`src/rtl/vcu_insn_dispatcher_if.sv`:
```
// vcu_insn_dispatcher_if: enqueue handshake between the instruction loader and the dispatcher
// Signals: insn_in/insn_ch/insn_valid from the loader, insn_ready (FIFO not full) back to it.
interface vcu_insn_dispatcher_if #(
  parameter int INSN_WIDTH = 128,
  parameter int CH_W = 3
);
  logic [INSN_WIDTH-1:0] insn_in;
  logic [CH_W-1:0] insn_ch;
  logic insn_valid;
  logic insn_ready;
  modport master (output insn_in, insn_ch, insn_valid, input insn_ready);
  modport slave (input insn_in, insn_ch, insn_valid, output insn_ready);
endinterface

```
`src/rtl/vcu_insn_dispatcher.sv`:
```
// vcu_insn_dispatcher: in-order FIFO dispatch of VCU instructions to NUM_CH channels, issue-and-wait per channel
// Ports: clk, rst (async active-low); insn (enqueue handshake); insn_out/work_en per-channel issue;
// vcu_done per-channel done level; timeout_limit (0 = off); err_clr, err_timeout, err_bad_ch sticky errors;
// done_cnt completions; fifo_level occupancy; all_idle when FIFO empty and every channel idle.
module vcu_insn_dispatcher #(
  parameter int INSN_WIDTH = 128,
  parameter int DEPTH = 16,
  parameter int NUM_CH = 2,
  parameter int CH_W = 3,
  parameter int TO_W = 24
) (
  input logic clk,
  input logic rst,
  vcu_insn_dispatcher_if.slave insn,
  output logic [NUM_CH*INSN_WIDTH-1:0] insn_out,
  output logic [NUM_CH-1:0] work_en,
  input logic [NUM_CH-1:0] vcu_done,
  input logic [TO_W-1:0] timeout_limit,
  input logic err_clr,
  output logic [NUM_CH-1:0] err_timeout,
  output logic err_bad_ch,
  output logic [15:0] done_cnt,
  output logic [$clog2(DEPTH):0] fifo_level,
  output logic all_idle
);
  localparam int AW = $clog2(DEPTH);
  localparam int LW = AW + 1;
  localparam int NX = 1 << CH_W;
  localparam logic [LW-1:0] FULL = LW'(DEPTH);
  typedef enum logic {IDLE, BUSY} st_t;
  st_t st [NUM_CH];
  st_t st_n [NUM_CH];
  logic [CH_W+INSN_WIDTH-1:0] mem [DEPTH];
  logic [AW-1:0] wr_ptr, rd_ptr;
  logic [CH_W-1:0] head_ch;
  logic [NUM_CH-1:0] busy, done_q, disp, fall, to_hit;
  logic [NX-1:0] busy_x;
  logic [TO_W-1:0] cnt [NUM_CH];
  logic [15:0] done_inc;
  logic push, pop, bad;
  assign insn.insn_ready = fifo_level != FULL;
  assign push = insn.insn_valid & insn.insn_ready;
  assign head_ch = mem[rd_ptr][INSN_WIDTH +: CH_W];
  assign bad = 32'(head_ch) >= NUM_CH;
  // Zero-extend so any channel-select code indexes safely; out-of-range heads are caught by bad.
  assign busy_x = NX'(busy);
  assign pop = (fifo_level != '0) & (bad | ~busy_x[head_ch]);
  assign all_idle = (fifo_level == '0) & ~|busy;
  for (genvar c = 0; c < NUM_CH; c++) begin : g_ch
    assign busy[c] = st[c] == BUSY;
    assign disp[c] = pop & ~bad & (32'(head_ch) == c);
    assign fall[c] = busy[c] & done_q[c] & ~vcu_done[c];
    // Fires on the edge that ends the timeout_limit-th busy cycle; a simultaneous fall wins as completion.
    assign to_hit[c] = busy[c] & ~fall[c] & (timeout_limit != '0) & ((cnt[c] + 1'b1) == timeout_limit);
  end
  always_comb begin
    for (int c = 0; c < NUM_CH; c++)
      st_n[c] = disp[c] ? BUSY : (fall[c] | to_hit[c]) ? IDLE : st[c];
  end
  always_comb begin
    done_inc = '0;
    for (int c = 0; c < NUM_CH; c++) done_inc = done_inc + 16'(fall[c]);
  end
  always_ff @(posedge clk or negedge rst) begin
    if (!rst) begin
      for (int c = 0; c < NUM_CH; c++) st[c] <= IDLE;
    end else begin
      for (int c = 0; c < NUM_CH; c++) st[c] <= st_n[c];
    end
  end
  always_ff @(posedge clk) if (push) mem[wr_ptr] <= {insn.insn_ch, insn.insn_in};
  always_ff @(posedge clk or negedge rst) begin
    if (!rst) begin
      wr_ptr <= '0;
      rd_ptr <= '0;
      fifo_level <= '0;
      done_q <= '0;
      work_en <= '0;
      insn_out <= '0;
      err_timeout <= '0;
      err_bad_ch <= 1'b0;
      done_cnt <= '0;
      for (int c = 0; c < NUM_CH; c++) cnt[c] <= '0;
    end else begin
      wr_ptr <= wr_ptr + AW'(push);
      rd_ptr <= rd_ptr + AW'(pop);
      fifo_level <= fifo_level + LW'(push) - LW'(pop);
      done_q <= vcu_done;
      work_en <= disp;
      err_timeout <= (err_clr ? '0 : err_timeout) | to_hit;
      err_bad_ch <= (~err_clr & err_bad_ch) | (pop & bad);
      done_cnt <= done_cnt + done_inc;
      for (int c = 0; c < NUM_CH; c++) begin
        if (disp[c]) insn_out[c*INSN_WIDTH +: INSN_WIDTH] <= mem[rd_ptr][INSN_WIDTH-1:0];
        cnt[c] <= disp[c] ? '0 : busy[c] ? cnt[c] + 1'b1 : cnt[c];
      end
    end
  end
endmodule

```
`src/flat_wrapper.sv`:
```
// flat-port wrapper written by rule: the top's interface ports become plain ports
module vcu_insn_dispatcher_flat 
#(
  parameter int INSN_WIDTH = 128,
  parameter int DEPTH = 16,
  parameter int NUM_CH = 2,
  parameter int CH_W = 3,
  parameter int TO_W = 24
)
  (clk, rst, insn_out, work_en, vcu_done, timeout_limit, err_clr, err_timeout, err_bad_ch, done_cnt, fifo_level, all_idle, insn_insn_in, insn_insn_ch, insn_insn_valid, insn_insn_ready);
  vcu_insn_dispatcher_if #(.INSN_WIDTH(INSN_WIDTH), .CH_W(CH_W)) insn_i ();
  input logic clk;
  input logic rst;
  output logic [NUM_CH*INSN_WIDTH-1:0] insn_out;
  output logic [NUM_CH-1:0] work_en;
  input logic [NUM_CH-1:0] vcu_done;
  input logic [TO_W-1:0] timeout_limit;
  input logic err_clr;
  output logic [NUM_CH-1:0] err_timeout;
  output logic err_bad_ch;
  output logic [15:0] done_cnt;
  output logic [$clog2(DEPTH):0] fifo_level;
  output logic all_idle;
  input wire logic [$bits(insn_i.insn_in)-1:0] insn_insn_in;
  input wire logic [$bits(insn_i.insn_ch)-1:0] insn_insn_ch;
  input wire logic [$bits(insn_i.insn_valid)-1:0] insn_insn_valid;
  output wire logic [$bits(insn_i.insn_ready)-1:0] insn_insn_ready;
  assign insn_i.insn_in = insn_insn_in;
  assign insn_i.insn_ch = insn_insn_ch;
  assign insn_i.insn_valid = insn_insn_valid;
  assign insn_insn_ready = insn_i.insn_ready;
  vcu_insn_dispatcher #(.INSN_WIDTH(INSN_WIDTH), .DEPTH(DEPTH), .NUM_CH(NUM_CH), .CH_W(CH_W), .TO_W(TO_W)) u_core (.clk(clk), .rst(rst), .insn(insn_i), .insn_out(insn_out), .work_en(work_en), .vcu_done(vcu_done), .timeout_limit(timeout_limit), .err_clr(err_clr), .err_timeout(err_timeout), .err_bad_ch(err_bad_ch), .done_cnt(done_cnt), .fifo_level(fifo_level), .all_idle(all_idle));
endmodule
```
`config.mk`:
```
export PLATFORM = sky130hd
export DESIGN_NAME = vcu_insn_dispatcher_flat
export DESIGN_NICKNAME = d
export VERILOG_FILES = /design/src/rtl/vcu_insn_dispatcher_if.sv /design/src/rtl/vcu_insn_dispatcher.sv /design/src/flat_wrapper.sv
export SDC_FILE = /design/constraint.sdc
export NUM_CORES = 2
export LEC_CHECK = 0
export ABC_AREA = 1
export CAP_MARGIN = 40
export CORE_UTILIZATION = 50
export CTS_BUF_LIST = sky130_fd_sc_hd__clkbuf_4 sky130_fd_sc_hd__clkbuf_8 sky130_fd_sc_hd__clkbuf_16
export DETAILED_ROUTE_END_ITERATION = 16
export DONT_BUFFER_PORTS = 1
export PLACE_DENSITY_LB_ADDON = 0.1
export SLEW_MARGIN = 10
export SYNTH_ARGS = -nofsm -noshare
export SYNTH_HDL_FRONTEND = slang
export SYNTH_SLANG_ARGS = --single-unit
```
`constraint.sdc`:
```
create_clock -name clk -period 22.5 [get_ports clk]
set_clock_uncertainty 0.1 [all_clocks]
set_input_delay 6.75 -clock clk [delete_from_list [all_inputs] [get_ports clk]]
set_output_delay 6.75 -clock clk [all_outputs]
set_load 0.1 [all_outputs]
```
==> flow_summary.html <==
<table>
<tr><th>Metric</th><th>Value</th></tr>
<tr><th colspan="2">Worst setup path</th></tr>
<tr><td>Worst reg2reg setup slack</td><td>between 15 and 20 ns</td></tr>
<tr><td>Worst path bufs/invs</td><td>5</td></tr>
<tr><td>Kind of end point of the critical path</td><td>flip-flop</td></tr>
<tr><td>Crit-path most repeated cell</td><td>sky130_fd_sc_hd__buf_4</td></tr>
<tr><td>Worst Path Required</td><td>~23 ns</td></tr>
<tr><td>Largest stage delay on the critical path</td><td>0.66 ns</td></tr>
<tr><td>Crit-path slowest cell</td><td>sky130_fd_sc_hd__buf_4</td></tr>
<tr><td>Gate family responsible for the most delay along the worst path</td><td>buffers and inverters</td></tr>
<tr><td>Highest net fanout along the worst path</td><td>36</td></tr>
<tr><td>RR Endpoint</td><td>u_core.insn_out[196]$_DFFE_PN0N_</td></tr>
<tr><td>Sort of element at the start of the critical path</td><td>input port</td></tr>
<tr><td>Register-to-Register Path Depth</td><td>14</td></tr>
<tr><td>Critical Setup Path Class</td><td>in2reg</td></tr>
<tr><td>Crit path launch</td><td>insn_insn_valid</td></tr>
<tr><td>Launch point of the worst reg-to-reg path</td><td>u_core.rd_ptr[0]$_DFF_PN0_</td></tr>
<tr><td>Sequence of cells on the critical path</td><td>nand2_1 &gt; inv_1 &gt; nand3_1 &gt; nor2_4 &gt; buf_4 &gt; buf_4 &gt; buf_4 &gt; buf_12</td></tr>
<tr><td>Arrival time of data at the critical path endpoint</td><td>between 10 and 15 ns</td></tr>
<tr><th colspan="2">STA</th></tr>
<tr><td>Setup TNS after final layout</td><td>0 ns</td></tr>
<tr><td>Fin crit share</td><td>a little over two fifths</td></tr>
<tr><td>Worst slew margin relative to its limit</td><td>between 10% and 20%</td></tr>
<tr><td>RSZ-0062 raised after global routing</td><td>no</td></tr>
<tr><td>Final critical delay including setup and external delays</td><td>between 9 and 10 ns</td></tr>
<tr><td>Setup violation total in the final timing report</td><td>0</td></tr>
<tr><td>Slack of the critical path</td><td>about 13 ns</td></tr>
<tr><td>Final hold slack</td><td>0.4554 ns</td></tr>
<tr><td>Hold Fails Final Rpt</td><td>0</td></tr>
<tr><td>Max-slew violations</td><td>0</td></tr>
<tr><td>Slew at the pin closest to its max-slew limit</td><td>1.300 ns</td></tr>
<tr><td>Maximum operating frequency</td><td>0.1027 GHz</td></tr>
<tr><th colspan="2">Synth</th></tr>
<tr><td>Register area share after synthesis</td><td>between 70 and 80%</td></tr>
<tr><td>Synth area leader</td><td>sky130_fd_sc_hd__edfxtp_1</td></tr>
<tr><td>Main area contributors after synthesis</td><td>sky130_fd_sc_hd__edfxtp_1 (66%), sky130_fd_sc_hd__dfrtp_1 (8.9%), sky130_fd_sc_hd__nand2_1 (6.6%)</td></tr>
<tr><td>Library cells used by synthesis</td><td>36</td></tr>
<tr><td>Synthesized Nets</td><td>7,862</td></tr>
<tr><td>Most used flip-flop cell after synthesis</td><td>sky130_fd_sc_hd__edfxtp_1</td></tr>
<tr><td>Number of register bits inferred by synthesis</td><td>between 2,000 and 2,500</td></tr>
<tr><td>Top post-synthesis cells by count</td><td>sky130_fd_sc_hd__edfxtp_1 (2,096), sky130_fd_sc_hd__nand2_1 (1,685), sky130_fd_sc_hd__o21ai_0 (723), sky130_fd_sc_hd__nor2_1 (702), sky130_fd_sc_hd__nand3_1 (595)</td></tr>
<tr><td>Number of warnings printed during yosys synthesis</td><td>0</td></tr>
<tr><td>Proportion of synthesized flip-flops having asynchronous set or reset</td><td>14.03%</td></tr>
<tr><td>Avg Synthesized Cell Area</td><td>roughly 12 µm²</td></tr>
<tr><td>Yosys top cell area share</td><td>about two thirds</td></tr>
<tr><td>Count of flip-flops with a built-in enable after synthesis</td><td>roughly 2,100</td></tr>
<tr><td>Summed instance area of the synthesized netlist</td><td>95,780 µm²</td></tr>
<tr><td>Post-Synthesis Cells</td><td>7,684</td></tr>
<tr><td>Most repeated cell in the gate-level netlist after synthesis</td><td>sky130_fd_sc_hd__edfxtp_1</td></tr>
<tr><th colspan="2">Pwr</th></tr>
<tr><td>Worst IR drop on VDD</td><td>180.7 µV</td></tr>
<tr><td>Static leakage</td><td>40.25 nW</td></tr>
<tr><td>Power density over the cells</td><td>about 160 nW/µm²</td></tr>
<tr><th colspan="2">Placement</th></tr>
<tr><td>Final weighted congestion of routability-driven global placement</td><td>~0.90</td></tr>
<tr><td>Post-place setup slack</td><td>approximately 12 ns</td></tr>
<tr><td>Count of input and output buffers</td><td>0</td></tr>
<tr><td>Detailed-placement wirelength estimate</td><td>around 150 mm</td></tr>
<tr><th colspan="2">Floorplan</th></tr>
<tr><td>Chip height</td><td>roughly 440 µm</td></tr>
<tr><td>Number of core rows</td><td>160</td></tr>
<tr><td>Die width</td><td>between 400 and 500 µm</td></tr>
<tr><td>Effective utilization at floorplan</td><td>between 50 and 60%</td></tr>
<tr><td>Ports</td><td>445</td></tr>
<tr><td>Full die area</td><td>just under 200,000 µm²</td></tr>
<tr><td>Area of the core</td><td>190,200 µm²</td></tr>
<tr><th colspan="2">Final layout</th></tr>
<tr><td>Fin nets</td><td>8,048</td></tr>
<tr><td>Final core utilization</td><td>around 60%</td></tr>
<tr><td>Fraction of final layout cells sized beyond drive strength 1</td><td>around a tenth</td></tr>
<tr><td>Area growth from synthesis to layout</td><td>17.40%</td></tr>
<tr><td>Filler instances</td><td>approximately 15,000</td></tr>
<tr><td>Count of inserted antenna diode cells</td><td>0</td></tr>
<tr><th colspan="2">Status</th></tr>
<tr><td>Status</td><td>complete, no violations</td></tr>
<tr><th colspan="2">Global route</th></tr>
<tr><td>Total global routing overflow</td><td>0</td></tr>
<tr><td>Pin count of the biggest net entering global routing</td><td>~340</td></tr>
<tr><td>Global-route wire length before repair</td><td>~400 mm</td></tr>
<tr><td>Number of antenna violations at the first check in global routing</td><td>2</td></tr>
<tr><td>Global-route usage over all layers</td><td>27.99%</td></tr>
<tr><td>Via count of the first global-routing pass</td><td>approximately 60,000</td></tr>
<tr><th colspan="2">CTS</th></tr>
<tr><td>Setup bufs post-CTS</td><td>0</td></tr>
<tr><td>Num Clock Sinks</td><td>~2,400</td></tr>
<tr><td>Root buffer cell</td><td>sky130_fd_sc_hd__clkbuf_16</td></tr>
<tr><td>Clock-pin transition on the worst setup and hold timing paths</td><td>roughly 0.06 ns</td></tr>
<tr><td>Number of buffers added to fix hold violations after cts</td><td>0</td></tr>
<tr><td>CTS H-tree depth</td><td>4</td></tr>
<tr><td>Clock tree buffer depth</td><td>3</td></tr>
<tr><td>TritonCTS buffer count</td><td>240</td></tr>
<tr><td>Clk Latency, worst-skew pair</td><td>slightly below 0.9 ns</td></tr>
<tr><td>Post-CTS resize count</td><td>0</td></tr>
<tr><td>Clock tree from TritonCTS</td><td>done</td></tr>
<tr><th colspan="2">Min path</th></tr>
<tr><td>Count of cells along the worst hold path</td><td>1</td></tr>
<tr><td>Class of the tightest hold or removal check</td><td>reg2reg</td></tr>
<tr><td>Min-Delay Startpoint</td><td>u_core.wr_ptr[2]$_DFF_PN0_</td></tr>
<tr><td>End point of the most critical hold path</td><td>u_core.wr_ptr[2]$_DFF_PN0_</td></tr>
<tr><th colspan="2">Routing</th></tr>
<tr><td>Via density per instance</td><td>around 6</td></tr>
<tr><td>Routed Antenna Nets</td><td>0</td></tr>
<tr><td>DRC violations left</td><td>0</td></tr>
<tr><td>Violation count after the first detailed-route iteration</td><td>slightly below 6,000</td></tr>
<tr><td>Detailed-route via count</td><td>~63,000</td></tr>
<tr><td>Total iterations of the first detailed-routing run</td><td>8</td></tr>
<tr><td>Wire length per cell after detailed routing</td><td>between 20 and 30 µm</td></tr>
<tr><td>Final wirelength</td><td>276.5 mm</td></tr>
<tr><th colspan="2">Job</th></tr>
<tr><td>Max-capacitance violation count</td><td>0</td></tr>
</table>
-- flip-flops by register name, summed over array words and instances, names as in the netlist --
register and count:
u_core.wr_ptr 4, u_core.err_bad_ch 1, u_core.insn_out 256, u_core.fifo_level 5, u_core.busy 2, u_core.mem 2096
u_core.done_cnt 16, u_core.done_q 2, u_core.cnt 48, u_core.rd_ptr 4, u_core.err_timeout 2, u_core.work_en 2
-- cell type report --
class / count / area, µm² / share of cell area, %
timing repair buffer: 448 / 7440 / 6.616
inverter: 128 / 520.5 / 0.4629
sequential: 2438 / 71510 / 63.59
multi-input combinational: 4614 / 21950 / 19.52
clock inverter: 136 / 1215 / 1.080
tap: 2511 / 3142 / 2.794
clock buffer: 320 / 6675 / 5.936
-- per-layer routing --
metal	global-route usage [%]	wire (µm)
met5	0	0
met4	8.641	8357
met3	4.226	18060
met2	46.95	136700
met1	37.68	113400
-- cell families after synthesis --
logic type,synth area share [%]
compound gates,8.710
buf+inv,2.630
fa+ha+maj,0.2377
flops,74.65
simple gates,13.45
mux,0.02090
xor+xnor,0.3070
-- worst max path at each step --
stage,endpoint,cells past startpoint
floorplan,u_core.mem[0][0]$_DFFE_PP_,4
global placement,u_core.mem[4][80]$_DFFE_PP_,7
detailed placement,u_core.mem[4][80]$_DFFE_PP_,7
CTS,u_core.mem[4][80]$_DFFE_PP_,7
global route,u_core.mem[4][73]$_DFFE_PP_,8
finish,u_core.mem[4][73]$_DFFE_PP_,8
-- per-stage QoR --
| step | cell area, µm² | power [mW] | instances |
|---|---|---|---|
| 3_5_place_dp | 102900 | 13.51 | 10060 |
| 3_3_place_gp | 98040 | 12.56 | 9794 |
| 5_1_grt | 112500 | 18.47 | 10600 |
| 2_1_floorplan | 95780 | 10.74 | 7684 |
| 6_report | 112500 | 17.71 | 10600 |
| 4_1_cts | 110800 | 17.47 | 10510 |
-- cells in the final DEF (no fill, tap or decap), types with 51 or more instances in the layout --
master,instances
sky130_fd_sc_hd__clkbuf_16,240
sky130_fd_sc_hd__o221ai_1,116
sky130_fd_sc_hd__dfrtp_1,338
sky130_fd_sc_hd__nor2_1,686
sky130_fd_sc_hd__a221oi_1,141
sky130_fd_sc_hd__o22ai_1,146
sky130_fd_sc_hd__nand2_1,1683
sky130_fd_sc_hd__o21ai_0,723
sky130_fd_sc_hd__inv_1,119
sky130_fd_sc_hd__clkinv_2,51
sky130_fd_sc_hd__buf_1,90
sky130_fd_sc_hd__clkbuf_4,69
sky130_fd_sc_hd__buf_16,211
sky130_fd_sc_hd__buf_4,92
sky130_fd_sc_hd__a21oi_1,292
sky130_fd_sc_hd__nand3_1,595
sky130_fd_sc_hd__edfxtp_1,2096
sky130_fd_sc_hd__nand4_1,132
-- power breakdown --
| part | switching [mW] | internal, mW | total [mW] |
|---|---|---|---|
| Combinational | 5.12 | 2.07 | 7.18 |
| Clock | 1.74 | 2.24 | 3.98 |
| Sequential | 0.949 | 5.60 | 6.54 |
| Total | 7.80 | 9.90 | 17.7 |
Power figures use the tool's default switching activity.
